**src/rtl/video_timing_detector.sv**
```systemverilog
// Receive-side video timing recovery: pixel/line coordinates, line and frame
// measurements, and a frame-level lock detector with timing-error reporting.
module video_timing_detector #(
   parameter int busWidth      = 11,
   parameter int resHorizontal = 1920,
   parameter int resVertical   = 1080,
   parameter int lockFrames    = 2
) (
   input  logic                clock,
   input  logic                reset,
   input  logic                hSyncIn,
   input  logic                vSyncIn,
   input  logic                deIn,
   output logic                deOut,
   output logic [busWidth-1:0] xPos,
   output logic [busWidth-1:0] yPos,
   output logic                lineStart,
   output logic                frameStart,
   output logic [busWidth-1:0] lineWidth,
   output logic [busWidth-1:0] frameHeight,
   output logic [busWidth-1:0] lineTotal,
   output logic                locked,
   output logic                timingError
);

   typedef logic [busWidth-1:0] cnt_t;
   typedef enum logic [1:0] {SEARCH, VERIFY, LOCKED} state_t;

   localparam cnt_t       RES_H  = cnt_t'(resHorizontal);
   localparam cnt_t       RES_V  = cnt_t'(resVertical);
   localparam logic [2:0] LOCK_N = 3'(lockFrames);

   function automatic cnt_t sat_inc(input cnt_t v);
      return (v == '1) ? v : v + cnt_t'(1);
   endfunction

   logic   hs_p1, vs_p1, de_p1;
   logic   hs_p2, vs_p2, de_p2;
   logic   de_rise, de_fall, vs_rise, hs_rise;
   cnt_t   pix_cnt, line_cnt, hs_cnt;
   cnt_t   pix_idx, lines_eff;
   logic   line_bad, width_bad, frame_good, lock_err;
   logic [2:0] good_cnt, good_next;
   state_t state;

   assign de_rise = de_p1 & ~de_p2;
   assign de_fall = ~de_p1 & de_p2;
   assign vs_rise = vs_p1 & ~vs_p2;
   assign hs_rise = hs_p1 & ~hs_p2;

   // A line ending in the same cycle as vsync rises belongs to the closing frame.
   always_comb begin
      pix_idx    = de_rise ? '0 : pix_cnt;
      lines_eff  = de_fall ? sat_inc(line_cnt) : line_cnt;
      width_bad  = de_fall && (pix_cnt != RES_H);
      frame_good = !line_bad && !width_bad && (lines_eff == RES_V);
      lock_err   = width_bad || (lines_eff > RES_V) || (vs_rise && (lines_eff != RES_V));
      good_next  = good_cnt + 3'd1;
   end

   // Stage p1/p2: input registers; outputs below are registered from p1 vs p2.
   always_ff @(posedge clock) begin
      if (reset) begin
         {hs_p1, vs_p1, de_p1} <= '0;
         {hs_p2, vs_p2, de_p2} <= '0;
         pix_cnt     <= '0;
         line_cnt    <= '0;
         hs_cnt      <= '0;
         line_bad    <= 1'b0;
         deOut       <= 1'b0;
         xPos        <= '0;
         yPos        <= '0;
         lineStart   <= 1'b0;
         frameStart  <= 1'b0;
         lineWidth   <= '0;
         frameHeight <= '0;
         lineTotal   <= '0;
      end else begin
         {hs_p1, vs_p1, de_p1} <= {hSyncIn, vSyncIn, deIn};
         {hs_p2, vs_p2, de_p2} <= {hs_p1, vs_p1, de_p1};
         deOut      <= de_p1;
         lineStart  <= de_rise;
         frameStart <= vs_rise;
         yPos       <= line_cnt;
         if (de_p1)
            xPos <= pix_idx;
         if (de_rise)
            pix_cnt <= cnt_t'(1);
         else if (de_p1)
            pix_cnt <= sat_inc(pix_cnt);
         if (de_fall)
            lineWidth <= pix_cnt;
         if (vs_rise) begin
            frameHeight <= lines_eff;
            line_cnt    <= '0;
         end else begin
            line_cnt <= lines_eff;
         end
         if (hs_rise) begin
            lineTotal <= sat_inc(hs_cnt);
            hs_cnt    <= '0;
         end else begin
            hs_cnt <= sat_inc(hs_cnt);
         end
         if (vs_rise)
            line_bad <= 1'b0;
         else if (width_bad)
            line_bad <= 1'b1;
      end
   end

   always_ff @(posedge clock) begin
      if (reset) begin
         state       <= SEARCH;
         good_cnt    <= '0;
         locked      <= 1'b0;
         timingError <= 1'b0;
      end else begin
         timingError <= 1'b0;
         case (state)
            SEARCH: begin
               if (vs_rise) begin
                  state    <= VERIFY;
                  good_cnt <= '0;
               end
            end
            VERIFY: begin
               if (vs_rise) begin
                  if (frame_good) begin
                     good_cnt <= good_next;
                     if (good_next == LOCK_N) begin
                        state  <= LOCKED;
                        locked <= 1'b1;
                     end
                  end else begin
                     good_cnt <= '0;
                  end
               end
            end
            LOCKED: begin
               if (lock_err) begin
                  state       <= VERIFY;
                  good_cnt    <= '0;
                  locked      <= 1'b0;
                  timingError <= 1'b1;
               end
            end
            default: begin
               state    <= SEARCH;
               good_cnt <= '0;
               locked   <= 1'b0;
            end
         endcase
      end
   end

endmodule

```
**config.mk**
```make
export PLATFORM = sky130hd
export DESIGN_NAME = video_timing_detector
export DESIGN_NICKNAME = d
export VERILOG_FILES = /design/src/rtl/video_timing_detector.sv
export SDC_FILE = /design/constraint.sdc
export NUM_CORES = 1
export LEC_CHECK = 0
export ABC_AREA = 1
export BUFFER_PORTS_ARGS = -buffer_cell sky130_fd_sc_hd__buf_2
export CAP_MARGIN = 20
export CORE_MARGIN = 8
export CORE_UTILIZATION = 50
export CTS_BUF_LIST = sky130_fd_sc_hd__clkbuf_4
export DETAILED_ROUTE_END_ITERATION = 6
export PLACE_DENSITY = 0.72
export SLEW_MARGIN = 20
export SYNTH_ARGS = -nofsm -noshare
export SYNTH_HDL_FRONTEND = slang
export SYNTH_SLANG_ARGS = --single-unit
```
**constraint.sdc**
```tcl
create_clock -name clock -period 2.2 [get_ports clock]
set_input_delay 0.22 -clock clock [delete_from_list [all_inputs] [get_ports clock]]
set_output_delay 0.22 -clock clock [all_outputs]
set_load 0.03 [all_outputs]
```
# Word level (Yosys, flattened, before mapping)
# Index checks and enable logic that the tools add are counted.
totals:
  out_inout_bits: 60
  in_bits: 5
  reg_bits: 104
  word_cells: 96
classes:
  reduce_logical: 19
  n_eq_ne: 15
  mux: 24
  order_cmp: 1
  bitwise: 11
  n_addsub: 4
ops:
  columns: ["cell", "n"]
  rows:
  - ["equality test 11 bit, second input constant", 4]
  - ["two-way mux 11 bit", 4]
  - ["adder 11 x 1 -> 11 bit, second input constant", 3]
  - ["inequality test 11 bit, second input constant", 2]
  - ["two-way mux 3 bit", 4]
  - ["inequality test 2 bit, second input constant", 6]
  - ["greater-than comparator 11 bit, second input constant", 1]
  - ["two-way mux 2 bit", 5]
  - ["AND reduction 5 bit", 2]
  - ["one-hot mux 3 bit (3 select lines)", 1]
  - ["two-way mux 1 bit", 8]
  - ["OR reduction 2 bit", 4]
  - ["inverter 1 bit", 7]
  - ["one-hot mux 2 bit (3 select lines)", 1]
  - ["AND 1 bit", 4]
  - ["logical AND 1 bit", 4]
  - ["AND reduction 2 bit", 2]
  - ["adder 3 x 1 -> 3 bit, second input constant", 1]
  - ["equality test 3 x 2 -> 1 bit, second input constant", 1]
  - ["one-hot mux 1 bit (3 select lines)", 1]
  - ["AND reduction 3 bit", 1]
  - ["equality test 2 x 1 -> 1 bit, second input constant", 1]
  - ["equality test 2 bit, second input constant", 1]
  - ["logical NOT 1 bit", 2]
  - ["3 further kinds", 4]

# Longest topological paths before layout
logic_depth:
  ltp_word: 9
  mapped_depth: 17
  depth_no_buf: 17

# Worst setup path after synthesis
# Ideal clock, no wire load.
synth_path:
  kind: "register to register"
  start: "register de_p2"
  end: "register good_cnt[1]"
  setup_slack_ps: 221
  period_less_slack_ps: 1979
  required_time_ps: 2089
  setup_ps: 111
  arrival_time_ps: 1868
  n_path_buf: 0
  path_stages_with_launch: 14
  cell_sequence: "dfxtp_1 -> nand2_4 -> nor2_4 -> nand3_2 -> o21ai_2 -> nand2_1 -> nor2_2 -> nand3_2 -> nand3_2 -> nand3_4 -> nand2_2 -> inv_1 -> nor2_1 -> nor2_1"
synth_via:
  elab_chain_cells: 8
  word_cells_on_any_way: 17
  classes_between: "1 x order compare; 3 x eq/ne; 4 x mux; 1 x bitwise; 8 x reduce/logical"
synth_rtl:
  columns: ["item", "line", "text"]
  rows:
  - ["start: declaration", "38", "logic hs_p2, vs_p2, de_p2;"]
  - ["start signal: assignment", "80", "{hs_p2, vs_p2, de_p2} <= {hs_p1, vs_p1, de_p1};"]
  - ["AND 1 bit *", "47", "assign de_fall = ~de_p1 & de_p2;"]
  - ["parallel branches: the longest is 7 deep, another holds greater-than comparator 11 bit", null, null]
  - ["end signal: assignment", "130", "good_cnt <= good_next;"]
  - ["end: declaration", "43", "logic [2:0] good_cnt, good_next;"]
# Every way passes the cells marked *. The select of a mux whose other input is x is not followed.
# A chain may end at the register's enable or synchronous reset.

# Worst setup path after layout
layout_path:
  start: "register line_cnt[3]"
  end: "register good_cnt[2]"
layout_via:
  elab_chain_cells: 8
  word_cells_on_any_way: 16
  classes_between: "1 x add/sub; 1 x order compare; 4 x eq/ne; 5 x mux; 5 x reduce/logical"
layout_rtl:
  columns: ["item", "line", "text"]
  rows:
  - ["start: declaration", "40", "cnt_t pix_cnt, line_cnt, hs_cnt;"]
  - ["start signal: assignment", "97", "line_cnt <= lines_eff;"]
  - ["adder 11 x 1 -> 11 bit / equality test 11 bit (equally long branches)", "34", "return (v == '1) ? v : v + cnt_t'(1);"]
  - ["two-way mux 11 bit", "34", null]
  - ["two-way mux 11 bit *", "54", "lines_eff = de_fall ? sat_inc(line_cnt) : line_cnt;"]
  - ["greater-than comparator 11 bit (tied with other cells)", "57", "lock_err = width_bad || (lines_eff > RES_V) || (vs_rise && (lines_eff != RES_V));"]
  - ["logical OR 1 bit (tied with other cells)", "57", null]
  - ["logical OR 1 bit / two-way mux 3 bit (equally long branches)", "57, 129", null]
  - ["inequality test 2 bit (no source line) / two-way mux 3 bit (equally long branches)", null, null]
  - ["AND reduction 3 bit (no source line) / one-hot mux 3 bit (3 select lines) (equally long branches)", null, null]
# Every way passes the cells marked *; elsewhere a longest branch is shown, timed or not. The select of a mux whose other input is x is not followed.

==> summary.txt <==
Clocking
  • Worst-path clk slew: 0.14 ns
  • Worst-Skew Late Latency: 0.44 ns
  • H-Tree Depth: 3
  • CTS max path bufs: 2
  • Num Clock Sinks: 104
  • CTS tree: done
  • CTS Buf Count: 9
  • CTS Root Cell: clkbuf_4

Placement
  • PortBufs: 64
  • Placed instance count: 728
  • GP Congestion: 0.872
  • DP HPWL: 7290 um

STA
  • Peak Freq: 0.481 GHz
  • Tcrit/Tclk final: 0.945
  • Final Max Tran Viols: 0
  • Setup_tns: 0 ns
  • Min Tclk post-route: 2.08 ns
  • Final hold violation count: 0
  • Endpoints failing setup: 0
  • Final hold slack: 0.202 ns
  • Max_slew headroom: 0.667
  • RSZ-0062 raised after global routing: yes
  • Slew @ Worst Pin: 0.499 ns
  • Layout Skew: 0.0146 ns

Yosys
  • Most common cell in the netlist: nand2_1
  • EDFF count, synth: 0
  • Syn avg cell area: 7.48 um2
  • Cells taking the most area after synthesis: dfxtp_1 (49%), nand2_1 (10%), nor2_1 (7.0%)
  • Yosys reg bits: 104
  • Area leader, netlist: dfxtp_1
  • Post-synth top flop: dfxtp_1
  • Commonest cells in the netlist: nand2_1 (114), dfxtp_1 (104), nor2_1 (78), inv_1 (74), o21ai_0 (43)
  • Cell area after synthesis: 0.00421 mm2
  • Seq/Total Area, Yosys: 0.495
  • Synth Instances: 563
  • Synth top area share: 0.495
  • Syn Nets: 574
  • Share of flip-flops with an asynchronous set or reset: 0
  • Yosys Warn Count: 0
  • Yosys cell types: 31

Global routing
  • Initial antenna violation count: 0
  • Total GRT Usage: 0.170
  • Vias in the first global route: 3726
  • GR Util met1: 0.210
  • GRT overflow: 0
  • Global-route wire length before repair: 16400 um
  • Largest net degree at the start of global routing: 23
  • Gr busiest metal: met2
  • Met2 global-route usage: 0.274
  • Met3 Use GR: 0.0395

Final layout
  • Layout Nets: 654
  • Storage cell area: 0.00209 mm2
  • Proportion of layout cells with a drive suffix above 1: 0.227
  • Multi-input logic area: 0.00192 mm2
  • # fillers: 740
  • # diodes: 0
  • Layout area overhead: 19.6%
  • Final std cells w/o fill: 752

Setup path
  • Worst path arrival time: 2.43 ns
  • RR Endpoint: good_cnt[2]
  • R2r setup slk: 0.12 ns
  • Delay-heaviest family, CP: simple AND/OR/NAND/NOR gates
  • Crit. End Element: register
  • Worst-path cell chain: inv_1, nor2_4, nand3_4, nand3_2, nand2_1, nand2_2, inv_2, nor2_2, nand3_2, nand3_2, nand3_4, nand2_4, inv_2, nor2_1, nor2_1
  • Required time of the worst setup path: 2.55 ns
  • Critical setup path kind: register to register
  • Critical path's largest stage delay: 0.49 ns
  • Cell at the slowest stage of the critical path: dfxtp_1
  • CP max FO: 8
  • CP most frequent cell: nand3_2
  • Critical Path Source Type: register
  • WP buf/inv: 3
  • Reg-to-reg startpoint: line_cnt[3]
  • Worst Reg2Reg Path Length in Cells: 15

Floorplan
  • Num rows: 33
  • DIE AREA: 0.0116 mm2
  • I/O pin count: 65
  • Die extent in x: 108 um
  • Starting Density: 0.515
  • CORE AREA: 0.00818 mm2
  • Die Ht: 108 um

Min path
  • Worst Hold Launch: reset
  • Hold Path Sink: vs_p1
  • Path type of the worst min-delay path: primary input to register
  • Hold Path Depth: 2

Run status
  • Status: complete, no violations

Route
  • Via density: 5.06
  • DRT antenna net count: 0
  • Via count: 3804
  • First-pass iteration count of the detailed router: 4
  • DRC Markers: 0
  • Routed WL: 9960 um
  • Iteration-0 DRC Markers: 170
  • Avg WL per Cell: 13.2 um

Run
  • Max_cap viols: 0

Power and ir drop
  • LEAKAGE: 2.24 nW
  • Maximum vdd drop: 0.453 mV
  • Total Power: 3.13 mW
  • PwrDens: 621 mW/mm2
## layer usage
metal	wire length [um]	vias up
li1	-	1950
met1	4540	1750
met2	4700	86
met3	512	18
met4	198	0
met5	0	-
## how the worst max path moves through the flow
stage,depth (start not counted),end,start
finish,15,good_cnt[2],line_cnt[3]
global route,15,good_cnt[0],line_cnt[3]
CTS,16,good_cnt[1],line_cnt[1]
detailed placement,16,good_cnt[1],line_cnt[1]
global placement,16,good_cnt[1],line_cnt[1]
floorplan,13,good_cnt[1],de_p2
## sequential cells by signal, indices dropped and copies added, names as in the netlist, 2 cells and up
signal,flops
good_cnt,3
hs_cnt,11
state,2
lineTotal,11
line_cnt,11
frameHeight,11
lineWidth,11
yPos,11
xPos,11
pix_cnt,11
## placed cells by master, fill, tap and decap left out, types with 3 or more instances in the layout
cell type and n:
ha_1 5, nand3_1 28, a21oi_1 36, dlygate4sd3_1 3, dfxtp_2 3, nand2_1 105
nor2_2 5, xor2_1 6, buf_4 15, inv_2 5, or2_2 3, clkbuf_4 12
inv_1 72, nor3_1 6, nor2_4 7, dfxtp_1 100, nor2_1 74, nand3_2 7
nand3_4 3, nand2_2 11, o21ai_0 43, buf_2 64, nand4_1 11
## metrics by stage
| stage | cell area, um2 | worst slack [ns] | util |
|---|---|---|---|
| floorplan | 4210 | 0.221 | - |
| global placement | 4680 | 0.121 | 0.572 |
| detailed placement | 4680 | 0.00437 | 0.572 |
| CTS | 4840 | 0.0189 | 0.592 |
| global route | 5030 | -0.118 | 0.616 |
| finish | 5030 | 0.120 | 0.616 |
## power breakdown
part | internal [mW] | switching, mW | leakage [nW] | total, mW
clock network | 0.381 | 0.579 | 0.0774 | 0.960
logic | 0.0695 | 0.159 | 1.32 | 0.228
registers | 1.92 | 0.0215 | 0.845 | 1.94
total | 2.37 | 0.759 | 2.24 | 3.13
## area by class of cell
cell class | instances | share of cell area
Timing Repair Buffer | 82 | 0.0919
Sequential cell | 104 | 0.415
Tap cell | 105 | 0.0261
Clock buffer | 12 | 0.0179
Inverter | 78 | 0.0586
Clock inverter | 3 | 0.00870
Multi-Input combinational cell | 368 | 0.382
## kinds of logic after synthesis
logic type	Yosys count	share of synthesized area
compound gates	87	0.110
xor+xnor	7	0.0146
fa+ha+maj	6	0.0178
buf+inv	91	0.0814
flops	104	0.495
simple gates	268	0.281
## timing repair
item                                   CTS  global route
hold buffers                             3             0
resized for setup                        1            39
endpoints found under the hold margin    3             0
pin swaps                                0             9
setup endpoints to repair                2            11
buffers inserted                         0             6
Note: power is estimated with default switching activity, not from simulation.
